**config.mk**
```make
export PLATFORM = sky130hd
export DESIGN_NAME = alu_seq_flat
export DESIGN_NICKNAME = d
export VERILOG_FILES = /design/src/rtl/alu_seq_if.sv /design/src/rtl/alu_seq.sv /design/src/flat_wrapper.sv
export SDC_FILE = /design/constraint.sdc
export NUM_CORES = 1
export LEC_CHECK = 0
export ABC_CLOCK_PERIOD_IN_PS = 1230
export BUFFER_PORTS_ARGS = -buffer_cell sky130_fd_sc_hd__buf_2
export CAP_MARGIN = 20
export CORE_ASPECT_RATIO = 1.75
export CORE_UTILIZATION = 50
export CTS_CLUSTER_DIAMETER = 30
export DETAILED_ROUTE_END_ITERATION = 7
export PLACE_DENSITY = 0.78
export SYNTH_ARGS = -nofsm -noshare
export SYNTH_HDL_FRONTEND = slang
export SYNTH_SLANG_ARGS = --single-unit
```
**constraint.sdc**
```tcl
create_clock -name clk -period 1.23 [get_ports clk]
set_clock_uncertainty 0.15 [all_clocks]
set_input_delay 0.246 -clock clk [delete_from_list [all_inputs] [get_ports clk]]
set_output_delay 0.246 -clock clk [all_outputs]
set_load 0.005 [all_outputs]
```
**src/rtl/alu_seq_if.sv**
```systemverilog
// alu_seq_if -- request/response bundle for the sequential ALU.
//
// Carries the request handshake (in_valid/in_ready) with operands A, B and
// opcode sel, and the response handshake (out_valid/out_ready) with the
// registered result and its flags (carry, ovf, zero, neg).
//   master : request producer / result consumer (drives in_valid, A, B, sel,
//            out_ready)
//   slave  : the ALU (drives in_ready, out_valid, result and flags)
// WIDTH must match the WIDTH of the alu_seq instance it connects to.
interface alu_seq_if #(
  parameter int WIDTH = 8
) ();

  logic             in_valid;
  logic             in_ready;
  logic [WIDTH-1:0] A;
  logic [WIDTH-1:0] B;
  logic [2:0]       sel;
  logic             out_valid;
  logic             out_ready;
  logic [WIDTH-1:0] result;
  logic             carry;
  logic             ovf;
  logic             zero;
  logic             neg;

  modport master (
    output in_valid, A, B, sel, out_ready,
    input  in_ready, out_valid, result, carry, ovf, zero, neg
  );

  modport slave (
    input  in_valid, A, B, sel, out_ready,
    output in_ready, out_valid, result, carry, ovf, zero, neg
  );

endinterface

```
**src/rtl/alu_seq.sv**
```systemverilog
// alu_seq -- sequential ALU with valid/ready handshakes on both sides.
//
// One operation is in flight at a time. Single-cycle ops (ADD, SUB, AND, OR,
// NOT, XOR, reserved) go IDLE -> HOLD on the accepting edge. With the
// ALU_SEQ_MUL_EN macro defined, MUL (sel 110) goes IDLE -> CALC, runs an
// unsigned shift-add for WIDTH cycles on operands latched at accept, then
// enters HOLD. Without ALU_SEQ_MUL_EN there is no CALC state and no
// multiplier; sel 110 behaves as the reserved opcode 111.
//
// Ports:
//   clk    rising-edge clock
//   rst_n  asynchronous active-low reset (aborts any op in flight)
//   bus    alu_seq_if.slave: in_valid/in_ready, A, B, sel,
//          out_valid/out_ready, result, carry, ovf, zero, neg
//
// All outputs are registered. WIDTH legal range is 4..32.
module alu_seq #(
  parameter int WIDTH = 8
) (
  input  logic     clk,
  input  logic     rst_n,
  alu_seq_if.slave bus
);

  localparam logic [2:0] OP_ADD = 3'b000;
  localparam logic [2:0] OP_SUB = 3'b001;
  localparam logic [2:0] OP_AND = 3'b010;
  localparam logic [2:0] OP_OR  = 3'b011;
  localparam logic [2:0] OP_NOT = 3'b100;
  localparam logic [2:0] OP_XOR = 3'b101;

`ifdef ALU_SEQ_MUL_EN
  localparam logic [2:0] OP_MUL = 3'b110;
  localparam int         CW     = $clog2(WIDTH);
  localparam logic [CW-1:0] LAST_STEP = CW'(WIDTH - 1);

  typedef enum logic [1:0] {
    IDLE = 2'd0,
    CALC = 2'd1,
    HOLD = 2'd2
  } state_t;
`else
  typedef enum logic [1:0] {
    IDLE = 2'd0,
    HOLD = 2'd2
  } state_t;
`endif

  state_t             state_r;
  logic               in_ready_r;
  logic               out_valid_r;
  logic [WIDTH-1:0]   result_r;
  logic               carry_r;
  logic               ovf_r;
  logic               zero_r;
  logic               neg_r;

  logic [WIDTH:0]     sum_s;
  logic [WIDTH:0]     diff_s;
  logic [WIDTH-1:0]   alu_res_s;
  logic               alu_carry_s;
  logic               alu_ovf_s;

`ifdef ALU_SEQ_MUL_EN
  // Multiplicand is pre-widened so it can be shifted left into the high half.
  logic [2*WIDTH-1:0] mcand_r;
  logic [WIDTH-1:0]   mplier_r;
  logic [2*WIDTH-1:0] acc_r;
  logic [CW-1:0]      count_r;
  logic [2*WIDTH-1:0] acc_next_s;
`endif

  assign bus.in_ready  = in_ready_r;
  assign bus.out_valid = out_valid_r;
  assign bus.result    = result_r;
  assign bus.carry     = carry_r;
  assign bus.ovf       = ovf_r;
  assign bus.zero      = zero_r;
  assign bus.neg       = neg_r;

  // Single-cycle datapath for every opcode except the sequential multiply.
  always_comb begin
    sum_s       = {1'b0, bus.A} + {1'b0, bus.B};
    // Bit WIDTH of the extended difference is the unsigned borrow (A < B).
    diff_s      = {1'b0, bus.A} - {1'b0, bus.B};
    alu_res_s   = {WIDTH{1'b0}};
    alu_carry_s = 1'b0;
    alu_ovf_s   = 1'b0;
    case (bus.sel)
      OP_ADD: begin
        alu_res_s   = sum_s[WIDTH-1:0];
        alu_carry_s = sum_s[WIDTH];
        alu_ovf_s   = (bus.A[WIDTH-1] == bus.B[WIDTH-1]) &&
                      (sum_s[WIDTH-1] != bus.A[WIDTH-1]);
      end
      OP_SUB: begin
        alu_res_s   = diff_s[WIDTH-1:0];
        alu_carry_s = diff_s[WIDTH];
        alu_ovf_s   = (bus.A[WIDTH-1] != bus.B[WIDTH-1]) &&
                      (diff_s[WIDTH-1] != bus.A[WIDTH-1]);
      end
      OP_AND: begin
        alu_res_s = bus.A & bus.B;
      end
      OP_OR: begin
        alu_res_s = bus.A | bus.B;
      end
      OP_NOT: begin
        alu_res_s = ~bus.A;
      end
      OP_XOR: begin
        alu_res_s = bus.A ^ bus.B;
      end
      default: begin
        // Reserved opcode (and MUL when the multiplier is not built).
        alu_res_s   = {WIDTH{1'b0}};
        alu_carry_s = 1'b0;
        alu_ovf_s   = 1'b0;
      end
    endcase
  end

`ifdef ALU_SEQ_MUL_EN
  // Partial-product accumulate for the current multiplier LSB.
  always_comb begin
    if (mplier_r[0]) begin
      acc_next_s = acc_r + mcand_r;
    end else begin
      acc_next_s = acc_r;
    end
  end
`endif

  // Control FSM with registered handshake outputs, result and flags.
  always_ff @(posedge clk or negedge rst_n) begin
    if (!rst_n) begin
      state_r     <= IDLE;
      in_ready_r  <= 1'b1;
      out_valid_r <= 1'b0;
      result_r    <= {WIDTH{1'b0}};
      carry_r     <= 1'b0;
      ovf_r       <= 1'b0;
      zero_r      <= 1'b1;
      neg_r       <= 1'b0;
`ifdef ALU_SEQ_MUL_EN
      mcand_r     <= {(2*WIDTH){1'b0}};
      mplier_r    <= {WIDTH{1'b0}};
      acc_r       <= {(2*WIDTH){1'b0}};
      count_r     <= {CW{1'b0}};
`endif
    end else begin
      case (state_r)
        IDLE: begin
          // in_ready is high only here, so this is the accept condition.
          if (bus.in_valid) begin
            in_ready_r <= 1'b0;
`ifdef ALU_SEQ_MUL_EN
            if (bus.sel == OP_MUL) begin
              mcand_r  <= {{WIDTH{1'b0}}, bus.A};
              mplier_r <= bus.B;
              acc_r    <= {(2*WIDTH){1'b0}};
              count_r  <= {CW{1'b0}};
              state_r  <= CALC;
            end else
`endif
            begin
              result_r    <= alu_res_s;
              carry_r     <= alu_carry_s;
              ovf_r       <= alu_ovf_s;
              zero_r      <= (alu_res_s == {WIDTH{1'b0}});
              neg_r       <= alu_res_s[WIDTH-1];
              out_valid_r <= 1'b1;
              state_r     <= HOLD;
            end
          end
        end
`ifdef ALU_SEQ_MUL_EN
        CALC: begin
          acc_r    <= acc_next_s;
          mcand_r  <= {mcand_r[2*WIDTH-2:0], 1'b0};
          mplier_r <= {1'b0, mplier_r[WIDTH-1:1]};
          count_r  <= count_r + 1'b1;
          // The final step publishes the accumulated value directly so the
          // result lands on the WIDTH-th CALC edge.
          if (count_r == LAST_STEP) begin
            result_r    <= acc_next_s[WIDTH-1:0];
            carry_r     <= |acc_next_s[2*WIDTH-1:WIDTH];
            ovf_r       <= 1'b0;
            zero_r      <= (acc_next_s[WIDTH-1:0] == {WIDTH{1'b0}});
            neg_r       <= acc_next_s[WIDTH-1];
            out_valid_r <= 1'b1;
            state_r     <= HOLD;
          end
        end
`endif
        HOLD: begin
          // Retire; in_ready returns next cycle, never in the retire cycle.
          if (bus.out_ready) begin
            out_valid_r <= 1'b0;
            in_ready_r  <= 1'b1;
            state_r     <= IDLE;
          end
        end
        default: begin
          state_r     <= IDLE;
          in_ready_r  <= 1'b1;
          out_valid_r <= 1'b0;
        end
      endcase
    end
  end

endmodule

```
**src/flat_wrapper.sv**
```systemverilog
// flat-port wrapper written by rule: the top's interface ports become plain ports
module alu_seq_flat 
#(
  parameter int WIDTH = 8
)
  (clk, rst_n, bus_in_valid, bus_A, bus_B, bus_sel, bus_out_ready, bus_in_ready, bus_out_valid, bus_result, bus_carry, bus_ovf, bus_zero, bus_neg);
  alu_seq_if #(.WIDTH(WIDTH)) bus_i ();
  input  logic clk;
  input  logic rst_n;
  input wire logic [$bits(bus_i.in_valid)-1:0] bus_in_valid;
  input wire logic [$bits(bus_i.A)-1:0] bus_A;
  input wire logic [$bits(bus_i.B)-1:0] bus_B;
  input wire logic [$bits(bus_i.sel)-1:0] bus_sel;
  input wire logic [$bits(bus_i.out_ready)-1:0] bus_out_ready;
  output wire logic [$bits(bus_i.in_ready)-1:0] bus_in_ready;
  output wire logic [$bits(bus_i.out_valid)-1:0] bus_out_valid;
  output wire logic [$bits(bus_i.result)-1:0] bus_result;
  output wire logic [$bits(bus_i.carry)-1:0] bus_carry;
  output wire logic [$bits(bus_i.ovf)-1:0] bus_ovf;
  output wire logic [$bits(bus_i.zero)-1:0] bus_zero;
  output wire logic [$bits(bus_i.neg)-1:0] bus_neg;
  assign bus_i.in_valid = bus_in_valid;
  assign bus_i.A = bus_A;
  assign bus_i.B = bus_B;
  assign bus_i.sel = bus_sel;
  assign bus_i.out_ready = bus_out_ready;
  assign bus_in_ready = bus_i.in_ready;
  assign bus_out_valid = bus_i.out_valid;
  assign bus_result = bus_i.result;
  assign bus_carry = bus_i.carry;
  assign bus_ovf = bus_i.ovf;
  assign bus_zero = bus_i.zero;
  assign bus_neg = bus_i.neg;
  alu_seq #(.WIDTH(WIDTH)) u_core (.clk(clk), .rst_n(rst_n), .bus(bus_i));
endmodule
```
==> results.py, run 1 <==
metrics = {
    "yosys": {
        "synth_nets": 290,
        "syn_inst": 240,
        "synth_xor_area_share_pct": 0.483,
        "synth_top_area_share_pct": 17.3,
        "yosysSeqAreaShare_pct": 18.1,
        "syn_area_um2": 1810,
        "synth_top_cell_by_area": "ha_1",
        "synthDistinctLibCells": 51,
        "synthMuxAreaShare_pct": 2.76,
        "ys_async_sr_fraction_pct": 100,
        "ys_top_cells_by_area": "ha_1 (17%), dfrtp_1 (15%), o21ai_0 (6.3%), a21oi_1 (5.2%), inv_1 (5.2%)",
        "synth_warnings": 0,
        "syn_avg_cell_area_um2": 7.55,
        "synthSimpleGateAreaFrac_pct": 21.0,
        "synth_compound_area_share_pct": 28.2,
        "synth_ff_type": "dfrtp_1",
        "synthAdderAreaFrac_pct": 19.5,
        "synth_edf_count": 0,
        "ys_ff_latch": 13,
        "synth_top_family_by_area": "compound AO/OA/AOI/OAI gates",
    },
    "placed_design": {
        "place.gp.congestion": 0.961,
        "port_buffers": 36,
        "dpl_worst_slack_ns": -1.15,
        "dp_hpwl_mm": 4.85,
    },
    "global_routing": {
        "track_usage_pct": 70.3,
        "grt-ovfl-total": 35,
        "grt_max_degree": 14,
    },
    "floorplan": {
        "ios": 37,
        "chipWidth_um": 47.5,
        "start_util_pct": 52.8,
        "fp-row-count": 28,
        "dieHeight_um": 81.7,
    },
    "clocking": {
        "clockBufferDepth": 2,
        "cts_buffers": 3,
        "clock-sinks": 13,
        "cts_root_buf": "clkbuf_8",
        "htreeDepth": 1,
    },
    "run_status": {
        "status": "did not finish",
        "toolErrorMsg": "[ERROR GRT-0232] Routing congestion too high. Check the congestion heatmap in the GUI.",
        "haltStage": "5_1_grt",
    },
}
==> metrics by stage <==
step / area [µm²] / TNS, ns / util [%] / cells / hold WS, ns
CTS: 3070 / -6.81 / 89.3 / 397 / 0.0515
detailed placement: 2740 / -10.46 / 79.8 / 385 / -0.00925
global placement: 2740 / -9.89 / 79.8 / 385 / -0.0144
floorplan: 2010 / -6.04 / - / 240 / -0.200
==> synth_stat cells (2+ instances only) <==
cell type,n
buf_4,2
inv_1,25
nand3b_1,2
a22oi_1,2
dfrtp_1,11
clkbuf_1,5
o311a_1,2
o32ai_1,2
mux2i_1,5
nand2b_1,6
nor3b_1,2
nand2_1,18
o211ai_1,2
o21ai_0,23
buf_6,2
nor2_1,21
ha_1,25
nor4_1,2
a211oi_1,4
nand3_1,3
a2bb2oi_1,2
o21a_1,2
nor3_1,10
nor4b_1,2
a31oi_1,3
buf_2,6
fa_1,2
nor2b_1,5
dfstp_2,2
a21oi_1,19
o211a_1,3
==> layer usage <==
metal  GRT usage, %  overflow
met5           3.33         0
met4           76.0         8
met3           49.9         0
met2           89.7        27
met1           66.5         0
==> cells by family after synthesis <==
family / Yosys count
AOI/OAI and AO/OA: 78
muxes: 5
and+or+nand+nor: 76
xor gates and xnor gates: 1
adders and majority gates: 27
DFF: 13
buffers and inverters: 40
==> repair_timing <==
item,CTS
setup endpoints to repair,14
pin swaps,24
setup buffers,7
hold buffers,1
gates resized for setup,58
endpoints found under the hold margin,13
==> run 2, diff against run 1 <==
- ABC_CLOCK_PERIOD_IN_PS: 1230 -> 1600
- CORE_ASPECT_RATIO: 1.75 -> default
- CORE_UTILIZATION: 50 -> 40
- CTS_CLUSTER_DIAMETER: 30 -> default
- PLACE_DENSITY: 0.78 -> default
- PLACE_DENSITY_LB_ADDON: default -> 0.15
- clock period: 1.23 -> 1.6 ns (I/O delays scaled with it)
==> results.py, run 2 <==
metrics = {
    "floorplan": {
        "chipWidth_um": 69.3,
        "ios": 37,
        "dieHeight_um": 69.3,
        "start_util_pct": 41.6,
        "core_um2": 4350,
        "dieArea_um2": 4810,
        "fp-row-count": 24,
    },
    "clocking": {
        "clockBufferDepth": 2,
        "clock-sinks": 13,
        "cts_tree": "done",
        "htreeDepth": 1,
        "insertion_delay_ns": 0.24,
        "path_clk_slew_ns": 0.05,
        "cts_root_buf": "clkbuf_8",
        "cts_buffers": 3,
    },
    "timing": {
        "slew_headroom_pct": 71.5,
        "hold_viol": 0,
        "setup_viol": 10,
        "fmax_mhz": 471,
        "period_share_pct": 133,
        "tightest_slew_ns": 0.423,
        "finalMaxSlewViolations": 0,
        "layout_setup_ws_ns": -0.522,
        "min_period_ns": 2.12,
        "rsz0062_at_grt": "true",
    },
    "yosys": {
        "synth_top_cell_by_area": "ha_1",
        "synth_warnings": 0,
        "syn_inst": 240,
        "yosys-top-cells-count": "ha_1 (25), inv_1 (25), o21ai_0 (23)",
        "ys_async_sr_fraction_pct": 100,
        "ys_top_cells_by_area": "ha_1 (17%), dfrtp_1 (15%), o21ai_0 (6.3%), a21oi_1 (5.2%), inv_1 (5.2%)",
        "ys_ff_latch": 13,
        "synthDistinctLibCells": 51,
        "syn_area_um2": 1810,
        "synth_ff_type": "dfrtp_1",
        "yosysSeqAreaShare_pct": 18.1,
        "synth_edf_count": 0,
        "syn_avg_cell_area_um2": 7.55,
        "synth_nets": 290,
        "synth_top_area_share_pct": 17.3,
    },
    "finish": {
        "seqCellArea_um2": 328,
        "drive_above_1_share_pct": 50.7,
        "num_antenna_cells": 0,
        "final_net_count": 398,
        "synthToLayoutAreaGrowth_pct": 66.0,
        "final_common_cell": "buf_4",
        "nFillCells": 335,
        "final_cell_mix": "buf_4 (78), buf_2 (29), nor2_1 (20)",
        "multi_input_comb_area_um2": 1570,
        "final_cells": 399,
        "largest_reg_flops": 8,
    },
    "setup_path": {
        "startpoint": "bus_A[2]",
        "arrival_ns": 2.14,
        "reg2reg_from": "u_core.state_r[1]",
        "ff2ff_setup_slack_ns": 0.16,
        "path_class": "primary input to register",
        "critPathCapture": "u_core.bus.zero",
        "end_kind": "register",
        "r2r-end": "u_core.bus.zero",
        "worstPathRequired_ns": 1.62,
        "r2r_cells": 6,
        "cp-start-kind": "primary input",
        "cp_max_fo": 6,
    },
    "global_routing": {
        "antenna_found_initial": 0,
        "grt_max_degree": 19,
        "grt_pass1_wl_mm": 8.72,
        "grt-ovfl-total": 0,
        "grt_pass1_vias": 1986,
        "track_usage_pct": 21.8,
    },
    "detailed_routing": {
        "dr.pass1.iters": 4,
        "wire_per_inst_um": 13.1,
        "drcViolationCount": 0,
        "dr.first_iter.drc_count": 85,
        "vias": 2088,
        "antenna_left": 0,
        "drt-total-wl_mm": 5.23,
        "vias_per_cell": 5.23,
    },
    "placed_design": {
        "dp_hpwl_mm": 4.25,
        "port_buffers": 36,
        "place.gp.congestion": 0.914,
        "placed_cells": 389,
    },
    "power_and_ir_drop": {
        "leakage_nw": 1.44,
        "p_per_area_nw_per_um2": 559,
        "irDropWorstVdd_uv": 272,
        "finalPower_mw": 1.68,
    },
    "run_status": {
        "status": "complete, but fails checks",
        "violations": "setup timing",
    },
    "worst_hold_path": {
        "hp-class": "primary input to register",
    },
    "run": {
        "max_cap_viol_count": 0,
    },
}
run 2: worst min-delay path by stage:
stage | start | end | slack, ns | cells past startpoint
after CTS | bus_out_ready | u_core.state_r[1] | 0.13 | 2
after global placement | rst_n | u_core.bus.result[0] | 0.06 | 1
after floorplan | rst_n | u_core.bus.carry | -0.13 | 0
after global routing | bus_out_ready | u_core.state_r[1] | 0.13 | 2
after detailed placement | rst_n | u_core.bus.result[3] | 0.07 | 1
final | bus_out_ready | u_core.state_r[1] | 0.13 | 2
run 2: metal layers:
metal	global-route usage (%)	part of all wire (%)	up-vias	wire, µm
met3	1.74	2.7	6	142
met2	39.2	49	49	2550
met5	0	0	-	0
met1	28.2	47	962	2470
li1	-	-	1071	-
met4	4.76	1.3	0	68
run 2: layout make-up:
cell class | count | area share [%]
clock buffers | 4 | 1.50
inverters | 25 | 4.32
multi-input cells | 187 | 52.1
flip-flops and latches | 13 | 10.9
well taps | 52 | 2.16
repair buffers | 118 | 29.1
run 2: worst max-delay path, stage by stage:
cell       delay, ns
buf_2           0.11
inv_2           0.07
ha_4            0.21
buf_4           0.16
nand2b_4        0.15
a2bb2oi_4       0.20
a21oi_2         0.09
o21bai_1        0.26
mux2i_1         0.25
a21oi_2         0.08
a32o_1          0.24
run 2: through the flow:
stage / setup TNS, ns / hold slack, ns / setup slack, ns / utilization [%] / cell area [µm²]
final: -3.67 / 0.126 / -0.522 / 69.1 / 3010
after global routing: -4.38 / 0.132 / -0.606 / 69.1 / 3010
after CTS: -3.73 / 0.125 / -0.563 / 66.8 / 2910
after detailed placement: -7.05 / 0.0680 / -0.851 / 62.6 / 2730
after global placement: -6.73 / 0.0628 / -0.797 / 62.6 / 2730
after floorplan: -3.08 / -0.126 / -0.474 / - / 2010
run 2: power by group:
| group | total (mW) | switching [mW] | leakage, nW | internal (mW) |
|---|---|---|---|---|
| Clock | 0.285 | 0.110 | 0.0228 | 0.175 |
| Sequential | 0.440 | 0.0356 | 0.156 | 0.404 |
| Combinational | 0.957 | 0.463 | 1.26 | 0.494 |
run 2: cell families (layout without fill, tap and decap cells):
kind of cell | Yosys count | after routing | synth area share (%)
AOI/OAI and AO/OA | 78 | 78 | 28.2
and+or+nand+nor | 76 | 76 | 21.0
buffers and inverters | 40 | 147 | 9.94
adders and majority gates | 27 | 27 | 19.5
DFF | 13 | 13 | 18.1
muxes | 5 | 5 | 2.76
xor gates and xnor gates | 1 | 1 | 0.483
run 2: repair_timing:
action | 4_1_cts | 5_1_grt
endpoints found under the hold margin | 11 | 0
setup buffers | 2 | 3
hold buffers | 1 | 0
pin swaps | 17 | 11
resized for setup | 34 | 18
endpoints found under the setup margin | 10 | 10
(Power assumes the default switching activity.)
==> run 3, diff against run 2 <==
- ABC_CLOCK_PERIOD_IN_PS: 1600 -> 1900
- CAP_MARGIN: 20 -> default
- GPL_TIMING_DRIVEN: default -> 0
- clock period: 1.6 -> 1.9 ns (I/O delays scaled with it)
==> results.py, run 3 (same netlist as run 2, synthesis figures left out) <==
metrics = {
    "floorplan": {
        "fp-row-count": 24,
        "dieHeight_um": 69.3,
        "start_util_pct": 41.6,
        "ios": 37,
        "dieArea_um2": 4810,
        "chipWidth_um": 69.3,
        "core_um2": 4350,
    },
    "placed_design": {
        "port_buffers": 35,
        "place.gp.congestion": 0.846,
        "dp_hpwl_mm": 3.65,
        "placed_cells": 327,
        "dpl_worst_slack_ns": -0.681,
        "place_area_um2": 2230,
    },
    "detailed_routing": {
        "vias_per_cell": 5.48,
        "antenna_left": 0,
        "dr.pass1.iters": 4,
        "drt-total-wl_mm": 4.84,
        "drcViolationCount": 0,
        "dr.first_iter.drc_count": 64,
        "wire_per_inst_um": 14.3,
        "vias": 1859,
    },
    "power_and_ir_drop": {
        "irDropWorstVdd_uv": 195,
        "leakage_nw": 1.13,
        "finalPower_mw": 1.29,
        "p_per_area_nw_per_um2": 511,
    },
    "finish": {
        "fin_area_um2": 2520,
        "multi_input_comb_area_um2": 1590,
        "nFillCells": 415,
        "synthToLayoutAreaGrowth_pct": 39.2,
        "final_cell_mix": "buf_2 (34), nor2_1 (21), nand2_1 (17), ha_1 (17), inv_1 (16)",
        "final_net_count": 338,
        "final_cells": 339,
        "num_antenna_cells": 0,
        "drive_above_1_share_pct": 40.1,
        "largest_reg_flops": 8,
        "seqCellArea_um2": 328,
        "final_core_util_pct": 58.0,
        "final_common_cell": "buf_2",
    },
    "setup_path": {
        "crit_family": "compound AO/OA/AOI/OAI gates",
        "cp.depth": 10,
        "critPathMaxStageDelay_ns": 0.38,
        "crit_path_frequent_cell": "a21oi_2",
        "crit_slowest_cell": "fa_2",
        "cp_max_fo": 3,
        "end_kind": "register",
        "arrival_ns": 2.26,
        "cp_cell_sequence": "buf_8 -> ha_4 -> fa_2 -> a211oi_2 -> o21ai_1 -> a21oi_2 -> o211a_1 -> mux2i_1 -> a21oi_2 -> a32o_1",
        "worstPathRequired_ns": 1.93,
        "path_buf_inv": 1,
        "path_class": "primary input to register",
        "r2r_cells": 6,
        "cp-start-kind": "primary input",
    },
    "clocking": {
        "cts_root_buf": "clkbuf_8",
        "clock-sinks": 13,
        "htreeDepth": 1,
        "clockBufferDepth": 2,
        "cts_buffers": 3,
        "insertion_delay_ns": 0.24,
        "cts_tree": "done",
        "path_clk_slew_ns": 0.05,
    },
    "timing": {
        "setup_viol": 6,
        "fin_setup_tns_ns": -1.30,
        "fmax_mhz": 448,
        "finalMaxSlewViolations": 0,
        "slew_headroom_pct": 63.7,
        "period_share_pct": 117,
        "rsz0062_at_grt": "true",
        "layout_setup_ws_ns": -0.331,
        "min_period_ns": 2.23,
        "whs_ns": 0.177,
        "tightest_slew_ns": 0.543,
        "hold_viol": 0,
    },
    "run_status": {
        "status": "complete, but fails checks",
        "violations": "setup timing",
    },
    "global_routing": {
        "grt_pass1_wl_mm": 8.00,
        "grt-ovfl-total": 0,
        "grt_max_degree": 14,
        "grt_pass1_vias": 1760,
        "track_usage_pct": 20.2,
        "antenna_found_initial": 0,
    },
    "run": {
        "max_cap_viol_count": 0,
    },
    "worst_hold_path": {
        "hold_path_depth": 2,
        "hp-class": "primary input to register",
    },
}
run 3: cell types whose count changed in the layout (fill, tap and decap cells not counted), moves of 2 or more:
| cell | before | now |
|---|---|---|
| buf_4 | 78 | 12 |
| buf_2 | 29 | 34 |
| clkbuf_1 | 1 | 5 |
| buf_6 | 7 | 4 |
| buf_12 | 2 | 0 |
| buf_8 | 1 | 3 |
run 3: cell type report:
| type | instances | share of cell area, % |
|---|---|---|
| multi-input cells | 187 | 62.9 |
| well taps | 52 | 2.58 |
| flip-flops and latches | 13 | 13.0 |
| inverters | 25 | 4.86 |
| plain buffers | 13 | 3.22 |
| clock buffers | 4 | 1.78 |
| repair buffers | 45 | 11.7 |
run 3: worst register-to-register path: stages, from the launching register on:
cell and delay (ns):
dfrtp_1 0.40, inv_1 0.07, nand2_1 0.13, nor3_2 0.25
nand3_2 0.09, nor3_2 0.13, a32o_1 0.17
run 3: metal layers:
layer | wire length, µm | vias up | track usage, %
met5 | 0 | - | 0
met4 | 49 | 0 | 6.12
met3 | 184 | 4 | 1.31
met2 | 2310 | 44 | 33.9
met1 | 2300 | 866 | 27.9
li1 | - | 945 | -
run 3: what timing repair did:
action                                 in CTS  in global routing
endpoints found under the hold margin      11                  0
setup endpoints to repair                   8                 10
gates resized for setup                    24                 26
buffers inserted                            8                  1
hold buffers                                1                  0
pin swaps                                  18                 14
run 3: final timing paths:
path | slack, ns | from | end
min | 0.18 | bus_in_valid | u_core.bus.in_ready
max in group asynchronous | 0.93 | rst_n | u_core.bus.in_ready
max reg2reg | 0.45 | u_core.state_r[1] | u_core.bus.zero
min in group asynchronous | 0.39 | rst_n | u_core.bus.result[1]
min reg2reg | 0.31 | u_core.bus.result[0] | u_core.bus.result[0]
max | -0.33 | bus_A[0] | u_core.bus.zero
run 3: report_power, final:
part / switching, mW / total, mW / leakage (nW) / internal, mW
Combinational: 0.367 / 0.681 / 0.948 / 0.314
Clock: 0.0909 / 0.239 / 0.0228 / 0.148
Sequential: 0.0300 / 0.370 / 0.156 / 0.340
